File: src/rtl/fifo_rd_downsizer_if.sv
// Handshake bundle between the FIFO read port (wide side) and the narrow slice sink.
// The slave modport is the downsizer's view; master is the surrounding environment's view.
interface fifo_rd_downsizer_if #(
    parameter int IN_WIDTH  = 32,
    parameter int OUT_WIDTH = 8,
    parameter int CNT_WIDTH = 2
);
    logic                 in_valid;
    logic                 in_ready;
    logic [IN_WIDTH-1:0]  in_data;
    logic                 out_valid;
    logic                 out_ready;
    logic [OUT_WIDTH-1:0] out_data;
    logic                 out_last;
    logic [CNT_WIDTH-1:0] slice_idx;

    modport slave (
        input  in_valid,
        input  in_data,
        input  out_ready,
        output in_ready,
        output out_valid,
        output out_data,
        output out_last,
        output slice_idx
    );

    modport master (
        output in_valid,
        output in_data,
        output out_ready,
        input  in_ready,
        input  out_valid,
        input  out_data,
        input  out_last,
        input  slice_idx
    );
endinterface

File: src/rtl/fifo_rd_downsizer.sv
// Read-side width converter: splits each wide FIFO word into RATIO narrow slices,
// one slice per clock, reloading on the last slice so consecutive words stream without bubbles.
module fifo_rd_downsizer #(
    parameter int IN_WIDTH  = 32,
    parameter int OUT_WIDTH = 8,
    parameter int RATIO     = IN_WIDTH / OUT_WIDTH,
    parameter int CNT_WIDTH = 2,
    parameter bit LSB_FIRST = 1'b1
) (
    input  logic                  rd_clk,
    input  logic                  rd_rst_n,
    fifo_rd_downsizer_if.slave    bus
);

    localparam logic [CNT_WIDTH-1:0] LAST_IDX = CNT_WIDTH'(RATIO - 1);

    typedef enum logic {
        EMPTY = 1'b0,
        HOLD  = 1'b1
    } state_t;

    state_t               state_q, state_d;
    logic [IN_WIDTH-1:0]  word_q, word_d;
    logic [CNT_WIDTH-1:0] slice_idx_q, slice_idx_d;

    logic                 out_valid;
    logic                 out_last;
    logic                 in_ready;
    logic                 in_fire;
    logic                 out_fire;
    logic [CNT_WIDTH-1:0] sel;
    logic [OUT_WIDTH-1:0] slices [RATIO];

    always_ff @(posedge rd_clk or negedge rd_rst_n) begin
        if (!rd_rst_n) begin
            state_q     <= EMPTY;
            word_q      <= '0;
            slice_idx_q <= '0;
        end else begin
            state_q     <= state_d;
            word_q      <= word_d;
            slice_idx_q <= slice_idx_d;
        end
    end

    // A new word may enter only when nothing is held or the held word's last slice leaves now.
    always_comb begin
        state_d     = state_q;
        word_d      = word_q;
        slice_idx_d = slice_idx_q;

        out_valid = (state_q == HOLD);
        out_last  = out_valid && (slice_idx_q == LAST_IDX);
        in_ready  = !out_valid || (bus.out_ready && out_last);
        in_fire   = bus.in_valid && in_ready;
        out_fire  = out_valid && bus.out_ready;

        case (state_q)
            EMPTY: begin
                if (in_fire) begin
                    word_d      = bus.in_data;
                    slice_idx_d = '0;
                    state_d     = HOLD;
                end
            end
            HOLD: begin
                if (out_fire) begin
                    if (!out_last) begin
                        slice_idx_d = slice_idx_q + 1'b1;
                    end else if (in_fire) begin
                        word_d      = bus.in_data;
                        slice_idx_d = '0;
                    end else begin
                        slice_idx_d = '0;
                        state_d     = EMPTY;
                    end
                end
            end
            default: begin
                state_d     = EMPTY;
                slice_idx_d = '0;
            end
        endcase
    end

    // Emission order is fixed at elaboration; the slice index always counts 0..RATIO-1.
    always_comb begin
        for (int i = 0; i < RATIO; i++) begin
            slices[i] = word_q[i*OUT_WIDTH +: OUT_WIDTH];
        end
        if (LSB_FIRST) begin
            sel = slice_idx_q;
        end else begin
            sel = LAST_IDX - slice_idx_q;
        end
    end

    assign bus.in_ready  = in_ready;
    assign bus.out_valid = out_valid;
    assign bus.out_last  = out_last;
    assign bus.slice_idx = slice_idx_q;
    assign bus.out_data  = slices[sel];

endmodule

File: src/flat_wrapper.sv
// flat-port wrapper written by rule: the top's interface ports become plain ports
module fifo_rd_downsizer_flat 
#(
    parameter int IN_WIDTH  = 32,
    parameter int OUT_WIDTH = 8,
    parameter int RATIO     = IN_WIDTH / OUT_WIDTH,
    parameter int CNT_WIDTH = 2,
    parameter bit LSB_FIRST = 1'b1
)
  (rd_clk, rd_rst_n, bus_in_valid, bus_in_data, bus_out_ready, bus_in_ready, bus_out_valid, bus_out_data, bus_out_last, bus_slice_idx);
  fifo_rd_downsizer_if #(.IN_WIDTH(IN_WIDTH), .OUT_WIDTH(OUT_WIDTH), .CNT_WIDTH(CNT_WIDTH)) bus_i ();
  input  logic rd_clk;
  input  logic rd_rst_n;
  input wire logic [$bits(bus_i.in_valid)-1:0] bus_in_valid;
  input wire logic [$bits(bus_i.in_data)-1:0] bus_in_data;
  input wire logic [$bits(bus_i.out_ready)-1:0] bus_out_ready;
  output wire logic [$bits(bus_i.in_ready)-1:0] bus_in_ready;
  output wire logic [$bits(bus_i.out_valid)-1:0] bus_out_valid;
  output wire logic [$bits(bus_i.out_data)-1:0] bus_out_data;
  output wire logic [$bits(bus_i.out_last)-1:0] bus_out_last;
  output wire logic [$bits(bus_i.slice_idx)-1:0] bus_slice_idx;
  assign bus_i.in_valid = bus_in_valid;
  assign bus_i.in_data = bus_in_data;
  assign bus_i.out_ready = bus_out_ready;
  assign bus_in_ready = bus_i.in_ready;
  assign bus_out_valid = bus_i.out_valid;
  assign bus_out_data = bus_i.out_data;
  assign bus_out_last = bus_i.out_last;
  assign bus_slice_idx = bus_i.slice_idx;
  fifo_rd_downsizer #(.IN_WIDTH(IN_WIDTH), .OUT_WIDTH(OUT_WIDTH), .RATIO(RATIO), .CNT_WIDTH(CNT_WIDTH), .LSB_FIRST(LSB_FIRST)) u_core (.rd_clk(rd_clk), .rd_rst_n(rd_rst_n), .bus(bus_i));
endmodule
File: config.mk
export PLATFORM = sky130hd
export DESIGN_NAME = fifo_rd_downsizer_flat
export DESIGN_NICKNAME = d
export VERILOG_FILES = /design/src/rtl/fifo_rd_downsizer_if.sv /design/src/rtl/fifo_rd_downsizer.sv /design/src/flat_wrapper.sv
export SDC_FILE = /design/constraint.sdc
export NUM_CORES = 1
export LEC_CHECK = 0
export CELL_PAD_IN_SITES_DETAIL_PLACEMENT = 1
export CELL_PAD_IN_SITES_GLOBAL_PLACEMENT = 1
export CORE_MARGIN = 2
export CORE_UTILIZATION = 25
export CTS_CLUSTER_DIAMETER = 200
export DETAILED_ROUTE_END_ITERATION = 10
export HOLD_SLACK_MARGIN = 0.05
export PLACE_DENSITY_LB_ADDON = 0.1
export SYNTH_ARGS = -nofsm -noshare
export SYNTH_HDL_FRONTEND = slang
export SYNTH_SLANG_ARGS = --single-unit
File: constraint.sdc
create_clock -name rd_clk -period 3.8 [get_ports rd_clk]
set_input_delay 0.38 -clock rd_clk [delete_from_list [all_inputs] [get_ports rd_clk]]
set_output_delay 0.38 -clock rd_clk [all_outputs]
set_load 0.02 [all_outputs]
* After elaboration in Yosys (flattened, before gate mapping)
Cells that the tools add are included.
** Word-level totals
- Flip-flop bits (word level) :: 35
- Output and inout port bits :: 13
- Logic and storage cells :: 34
** Cells by class
- $lt $le $gt $ge :: 1
- Reduce and logical (&&, ||, !) cells :: 8
- Muxes and demuxes :: 15
- Eq/ne operators :: 4
- Bitwise operators :: 2
- $add $sub $neg :: 1
** Operator list (number)
- $mux 32 :: 3
- $pmux 32 s2 :: 1
- $bmux 8 s2 :: 1
- $mux 8 :: 2
- $mux 2 :: 3
- $logic_and 1x1->1 :: 4
- $ne 2x2->1 const B :: 2
- $pmux 2 s2 :: 1
- $reduce_and 2->1 :: 2
- $ge 3x3->1 const B :: 1
- $mux 1 :: 3
- $not 2->3 :: 1
- $add 2x1->2 const B :: 1
- $eq 2x2->1 const B :: 1
- $ne 2x1->1 const B :: 1
- $pmux 1 s2 :: 1
- $logic_not 1->1 :: 1
- $logic_or 1x1->1 :: 1
- $not 1->1 :: 1

* Depth between registers and ports, before layout
Gate-level depths: netlist of run 1.
- Depth in word-level cells :: 9
- Mapped depth :: 5

* Worst setup path after synthesis of run 1
OpenSTA, ideal clock, no wires.
- Path type :: register to output
- From :: reg u_core.slice_idx_q[0], in the netlist u_core.bus.slice_idx[0]
- To :: out bus_out_data[0]
- Path buffers :: 1
- Required time :: 3420 ps
- Data arrival time :: 1360 ps
- Slack :: 2060 ps
- Stages on the path, launching flop included :: 3
- Cell sequence :: dfrtp_1 buf_2 mux4_2
** On the way
- Word-level cells in the longest chain between the ends :: 4
** Ends and longest elaborated chain
- start, declared :: RTL line fifo_rd_downsizer.sv:24 : logic [CNT_WIDTH-1:0] slice_idx_q, slice_idx_d;
- start signal, assigned :: RTL line fifo_rd_downsizer.sv:42 : slice_idx_q <= slice_idx_d;
- $not 2->3 (implied by the code) :: RTL line fifo_rd_downsizer.sv:102 : assign bus.out_data = slices[sel];
- $bmux 8 s2 :: RTL line fifo_rd_downsizer.sv:102
- $mux 8 (implied by the code) (2 in series) :: RTL line fifo_rd_downsizer.sv:102
- end, declared :: RTL line flat_wrapper.sv:19 : output wire logic [$bits(bus_i.out_data)-1:0] bus_out_data;
No other way between the ends. The select of a mux whose other input is x is not followed.

* Worst setup path in the final report of run 1
- From :: reg u_core.slice_idx_q[0], in the netlist u_core.bus.slice_idx[0]
- To :: out bus_out_data[4]
Same word-level chain as after synthesis.

==> impl_metrics.json, run 1 <==
{
  "h-tree-depth": 2,
  "max_cap_viol_count": 0,
  "placed_cell_area_um2": 2530,
  "cts.sinks": 35,
  "final_cell_area_um2": 2630,
  "nNetsFinal": 246,
  "powerDensity_nw_per_um2": 732,
  "register_area_um2": 876,
  "ctsHoldBuffers": 0,
  "worst-path-stages": 2,
  "cp-end-kind": "primary output",
  "ir_drop_v": 0.000231,
  "drtIter0Drc": 27,
  "synth.area.top_cells": "dfrtp_1 44%, o32ai_2 24%, mux4_2 9.0%",
  "r2r_cells": 3,
  "final.setup.tns_ps": 0,
  "power_switching_mw": 0.663,
  "die_w_um": 93.6,
  "synthCells": 168,
  "rows": 32,
  "fin_skew_ps": 4.69,
  "antenna_found_initial": 0,
  "tightest_slew_ps": 997,
  "num_vias": 1418,
  "met1_usage_pct": 17.3,
  "grt_max_degree": 37,
  "fmax_mhz": 391,
  "synth_fp_nets": 205,
  "synth_area_per_cell_um2": 12.0,
  "arrival_ps": 2170,
  "layout-drive-gt1-share_pct": 25.2,
  "cp_cell_sequence": "mux4_2 > clkdlybuf4s50_1",
  "slowest_stage": "dfrtp_1",
  "die_h_um": 93.6,
  "seq_power_share_pct": 35.4,
  "post-place-cells": 304,
  "cpPeakStageDelay_ps": 740,
  "met3_usage_pct": 3.14,
  "gr-total-overflow": 0,
  "worstPathMaxFanout": 11,
  "use_met2_pct": 21.6,
  "antenna_cells": 0,
  "setup_violations": 0,
  "grt_pass1_wl_mm": 8.71,
  "seq_area_frac_synth_pct": 43.6,
  "viasPerCell": 4.54,
  "n_fill_cell": 876,
  "root_buffer": "clkbuf_8",
  "cts_tree": "built",
  "ys_ff_latch": 35,
  "min-delay-path-class": "in2async",
  "outcome": "finished clean",
  "grt_busiest_layer": "met2",
  "cts_resized": 0,
  "hpwl_mm": 3.43,
  "reg2reg_to": "u_core.word_q[31]$_DFFE_PN0P_",
  "clk_latency_ps": 290,
  "r2r-start": "u_core.bus.slice_idx[0]$_DFFE_PN0P_",
  "dieArea_um2": 8770,
  "remaining_drc_errors": 0,
  "period_share_pct": 67.2,
  "pwr-share-comb_pct": 49.1,
  "preCtsSetupSlack_ps": 1370,
  "cts_setup_buffers": 0,
  "postRouteAntennaNets": 0,
  "wirelength_mm": 5.18,
  "yosysUniqueCellTypes": 19,
  "numPortBuffers": 48,
  "grt_util_all_layers_pct": 13.2,
  "synth_top_cell_by_area": "dfrtp_1",
  "start_util_pct": 25.9,
  "clkTransAtPathRegs_ps": 70,
  "critPathTopFamily": "flip-flops",
  "ys_warn_count": 0,
  "slew_viol_final": 0,
  "core_area_um2": 7770,
  "switching_share_pct": 34.4,
  "min_period_ps": 2550,
  "area_delta_synth_final_pct": 30.9,
  "leakage_nw": 1.12,
  "critPathLaunchType": "flop",
  "layout_setup_ws_ps": 1250,
  "wire_per_inst_um": 16.6,
  "multi_input_area_um2": 903,
  "gp_congestion": 0.737,
  "path_buf_inv": 1,
  "worstSetupStartpoint": "u_core.bus.slice_idx[0]$_DFFE_PN0P_",
  "instances_no_fill": 312,
  "cts_inserted_buffers": 5,
  "synth_top_area_share_pct": 43.6,
  "critPathRequiredTime_ps": 3420,
  "slew_headroom_pct": 33.5,
  "clock_path_buffers": 2,
  "clockPowerShare_pct": 15.5,
  "hold_viol_final": 0,
  "ios": 49,
  "crit_type": "reg2out",
  "power.internal_mw": 1.26,
  "dr.pass1.iters": 4,
  "rsz0062_at_grt": "no",
  "reg2reg_slack_ps": 1720,
  "syn_area_um2": 2010,
  "grt_pass1_vias": 1669
}
power groups by stage:
stage               combinational (mW)  sequential, mW  clock, mW
floorplan                        0.693           0.628          0
detailed placement               0.959           0.693          0
CTS                              0.962           0.685      0.315
global placement                 0.934           0.683          0
finish                           0.945           0.681      0.299
global route                      1.02           0.708      0.329
logic make-up (layout without fill, tap and decap cells):
logic type / count (synthesis) / after routing / synth area share (%)
and+or+nand+nor: 37 / 37 / 7.73
adders and majority gates: 1 / 1 / 0.623
muxes: 10 / 10 / 10.0
AOI/OAI and AO/OA: 34 / 34 / 26.2
buffers and inverters: 51 / 93 / 11.8
DFF: 35 / 35 / 43.6
worst register-to-register path, stage by stage, from the launching register on:
cell	delay, ps
dfrtp_1	740
ha_1	390
and3_4	610
o32ai_2	190
cells in the final DEF (no fill, tap or decap):
master            n
clkdlybuf4s50_1  47
dfrtp_1          35
inv_1            34
nand2_1          33
o32ai_2          30
mux4_2            8
clkbuf_8          7
o32ai_1           3
buf_4             2
and2_1            1
a21boi_4          1
inv_2             1
or2_1             1
and3_4            1
and2b_2           1
mux2_2            1
mux2i_1           1
ha_1              1
clkbuf_1          1
buf_2             1
how the worst max path moves through the flow:
stage / to / slack [ps]
2_1_floorplan: bus_out_data[0] / 2060
3_3_place_gp: u_core.word_q[10]$_DFFE_PN0P_ / 1450
3_5_place_dp: u_core.word_q[31]$_DFFE_PN0P_ / 1370
4_1_cts: bus_out_data[4] / 1160
5_1_grt: bus_out_data[4] / 1090
6_report: bus_out_data[4] / 1250
through the flow:
step | utilization, % | total power, mW | hold WS [ps]
after floorplan | - | 1.32 | 84.4
after global placement | 32.6 | 1.62 | 519
after detailed placement | 32.6 | 1.65 | 539
after CTS | 33.8 | 1.96 | 223
after global routing | 33.8 | 2.06 | 253
final | 33.8 | 1.92 | 190
layer usage:
metal	part of all wire [%]	wire (um)
met5	0	0
met4	1.3	69
met3	3.8	197
met2	47	2430
met1	48	2480
flip-flops by register name (all words and copies together) (netlist names):
name	cells
u_core.bus.slice_idx	2
u_core.word_q	32
u_core.bus.out_valid	1
area by class of cell:
class | instances | area share [%]
clock buffer | 8 | 3.81
inverter | 35 | 5.00
multi-input combinational | 82 | 34.4
sequential | 35 | 33.3
tap | 102 | 4.85
timing repair buffer | 50 | 18.7
cell usage after synthesis:
master / number
a21boi_2: 1
mux4_2: 8
buf_2: 7
o32ai_2: 30
buf_6: 5
or2_1: 1
ha_1: 1
inv_2: 1
clkbuf_1: 3
mux2i_1: 1
and3_4: 1
and2b_1: 1
inv_1: 34
dfrtp_1: 35
buf_1: 1
and2_1: 1
nand2_1: 33
o32ai_1: 3
mux2_2: 1
Power figures use the tool's default switching activity.
==> run 2: changes to the inputs <==
Clock period 3.8 ns to 2.5 ns, I/O delays scaled along.
==> run 2 against run 1 <==
  * Register-to-register slack lost 1200 ps
  * Largest power group unchanged
  * Critical path type unchanged
  * Cell count increased by 1.3%
  * Utilization increased by 0.55 points
  * Critical path depth grew 1
  * Worst setup slack worse by 1100 ps
  * Clock power is 53% higher
  * Sequential share of layout area fell by 0.53 points
  * Global-route usage about the same
  * Combinational power increased by 58%
  * Count of clock-buffer cells in the layout unchanged
==> impl_metrics.json, run 2 (synthesis gave the netlist of run 1 again) <==
{
  "outcome": "finished clean",
  "grt_pass1_vias": 1660,
  "remaining_drc_errors": 0,
  "rows": 32,
  "cts_resized": 0,
  "largest_reg_flops": 32,
  "grt_pass1_wl_mm": 8.72,
  "preCtsSetupSlack_ps": 461,
  "drtIter0Drc": 74,
  "grt_busiest_layer": "met2",
  "gp_congestion": 0.685,
  "rsz0062_at_grt": "no",
  "cpPeakStageDelay_ps": 560,
  "antenna_cells": 0,
  "fin_skew_ps": 6.96,
  "met3_usage_pct": 3.95,
  "final.setup.tns_ps": 0,
  "cts.sinks": 35,
  "critPathLaunchType": "flop",
  "final_cell_mix": "47 x clkdlybuf4s50_1, 35 x dfrtp_1, 34 x inv_1, 33 x nand2_1, 30 x o32ai_2",
  "slowest_stage": "clkdlybuf4s50_1",
  "tightest_slew_ps": 822,
  "grt_max_degree": 36,
  "min_period_ps": 2310,
  "die_w_um": 93.6,
  "viasPerCell": 4.51,
  "postRouteAntennaNets": 0,
  "layout_setup_ws_ps": 188,
  "worstPathMaxFanout": 8,
  "slew_headroom_pct": 45.2,
  "antenna_found_initial": 0,
  "cts_tree": "built",
  "wirelength_mm": 5.27,
  "dr.pass1.iters": 4,
  "nNetsFinal": 250,
  "critPathRequiredTime_ps": 2250,
  "fmax_mhz": 433,
  "met1_usage_pct": 17.2,
  "final_cell_area_um2": 2670,
  "start_util_pct": 25.9,
  "ios": 49,
  "layout-drive-gt1-share_pct": 26.6,
  "clkTransAtPathRegs_ps": 70,
  "leakage_nw": 1.14,
  "gr-total-overflow": 0,
  "slew_viol_final": 0,
  "grt_util_all_layers_pct": 13.2,
  "top_register": "u_core.word_q",
  "hpwl_mm": 3.69,
  "wire_per_inst_um": 16.7,
  "cp-end-kind": "primary output",
  "powerDensity_nw_per_um2": 1100,
  "setup_violations": 0,
  "num_vias": 1426,
  "crit_type": "reg2out",
  "clock_path_buffers": 2,
  "critPathTopFamily": "buffers and inverters",
  "power_mw": 2.95,
  "min-delay-path-class": "in2async",
  "dieArea_um2": 8770,
  "period_share_pct": 92.5,
  "n_fill_cell": 854,
  "ir_drop_v": 0.000347,
  "path_buf_inv": 2,
  "cts_inserted_buffers": 5,
  "cp_cell_sequence": "buf_4 > mux4_2 > clkdlybuf4s50_1",
  "hold_viol_final": 0,
  "cts_setup_buffers": 0,
  "root_buffer": "clkbuf_8",
  "ctsHoldBuffers": 0,
  "numPortBuffers": 48,
  "clk_latency_ps": 280,
  "arrival_ps": 2060,
  "use_met2_pct": 21.8,
  "core_area_um2": 7770,
  "max_cap_viol_count": 0,
  "layout_commonest_cell": "clkdlybuf4s50_1",
  "die_h_um": 93.6,
  "h-tree-depth": 2,
  "placed_cell_area_um2": 2570,
  "area_delta_synth_final_pct": 33.0
}
-- run 2: report_power, final --
group | switching [mW] | total, mW | leakage (nW) | internal [mW]
Combinational | 0.636 | 1.49 | 0.666 | 0.851
Clock | 0.205 | 0.457 | 0.0515 | 0.252
Sequential | 0.171 | 1.00 | 0.425 | 0.834
-- run 2: stage by stage --
step                cells  hold WS [ps]  utilization [%]
floorplan             168         -45.6                -
global placement      308           392             33.1
detailed placement    308           391             33.1
CTS                   316          77.5             34.4
global route          316          98.8             34.4
finish                316          52.4             34.4
-- run 2: cell type report --
type,count,area (um^2),area share [%]
Clock buffer,8,100,3.75
Tap cell,102,128,4.78
Timing Repair Buffer,54,533,20.0
Sequential cell,35,876,32.8
Inverter,35,131,4.92
Multi-Input combinational cell,82,903,33.8
-- run 2: worst reg2reg max path: cells and delay by family, from the launching register on --
| family | cells | cell delay [ps] |
|---|---|---|
| simple gates | 1 | 600 |
| flops | 1 | 450 |
| fa+ha+maj | 1 | 300 |
| buf+inv | 1 | 250 |
| compound gates | 1 | 180 |
-- run 2: worst paths after layout --
path                                                     start                            end  slack [ps]  depth (start not counted)
min                                                   rd_rst_n   u_core.word_q[3]$_DFFE_PN0P_          50                          1
min in group rd_clk                            bus_in_data[11]  u_core.word_q[11]$_DFFE_PN0P_         550                          3
min reg2reg                      u_core.word_q[31]$_DFFE_PN0P_  u_core.word_q[31]$_DFFE_PN0P_         560                          2
max reg2reg                u_core.bus.slice_idx[0]$_DFFE_PN0P_  u_core.word_q[10]$_DFFE_PN0P_         570                          4
max                        u_core.bus.slice_idx[0]$_DFFE_PN0P_                bus_out_data[1]         190                          3
max in group asynchronous                             rd_rst_n  u_core.word_q[20]$_DFFE_PN0P_        1920                          1
-- run 2: per-layer routing --
layer / vias to the layer above / part of all wire (%)
li1: 673 / -
met1: 708 / 44
met2: 40 / 50
met3: 5 / 5.3
met4: 0 / 0.74
met5: - / 0
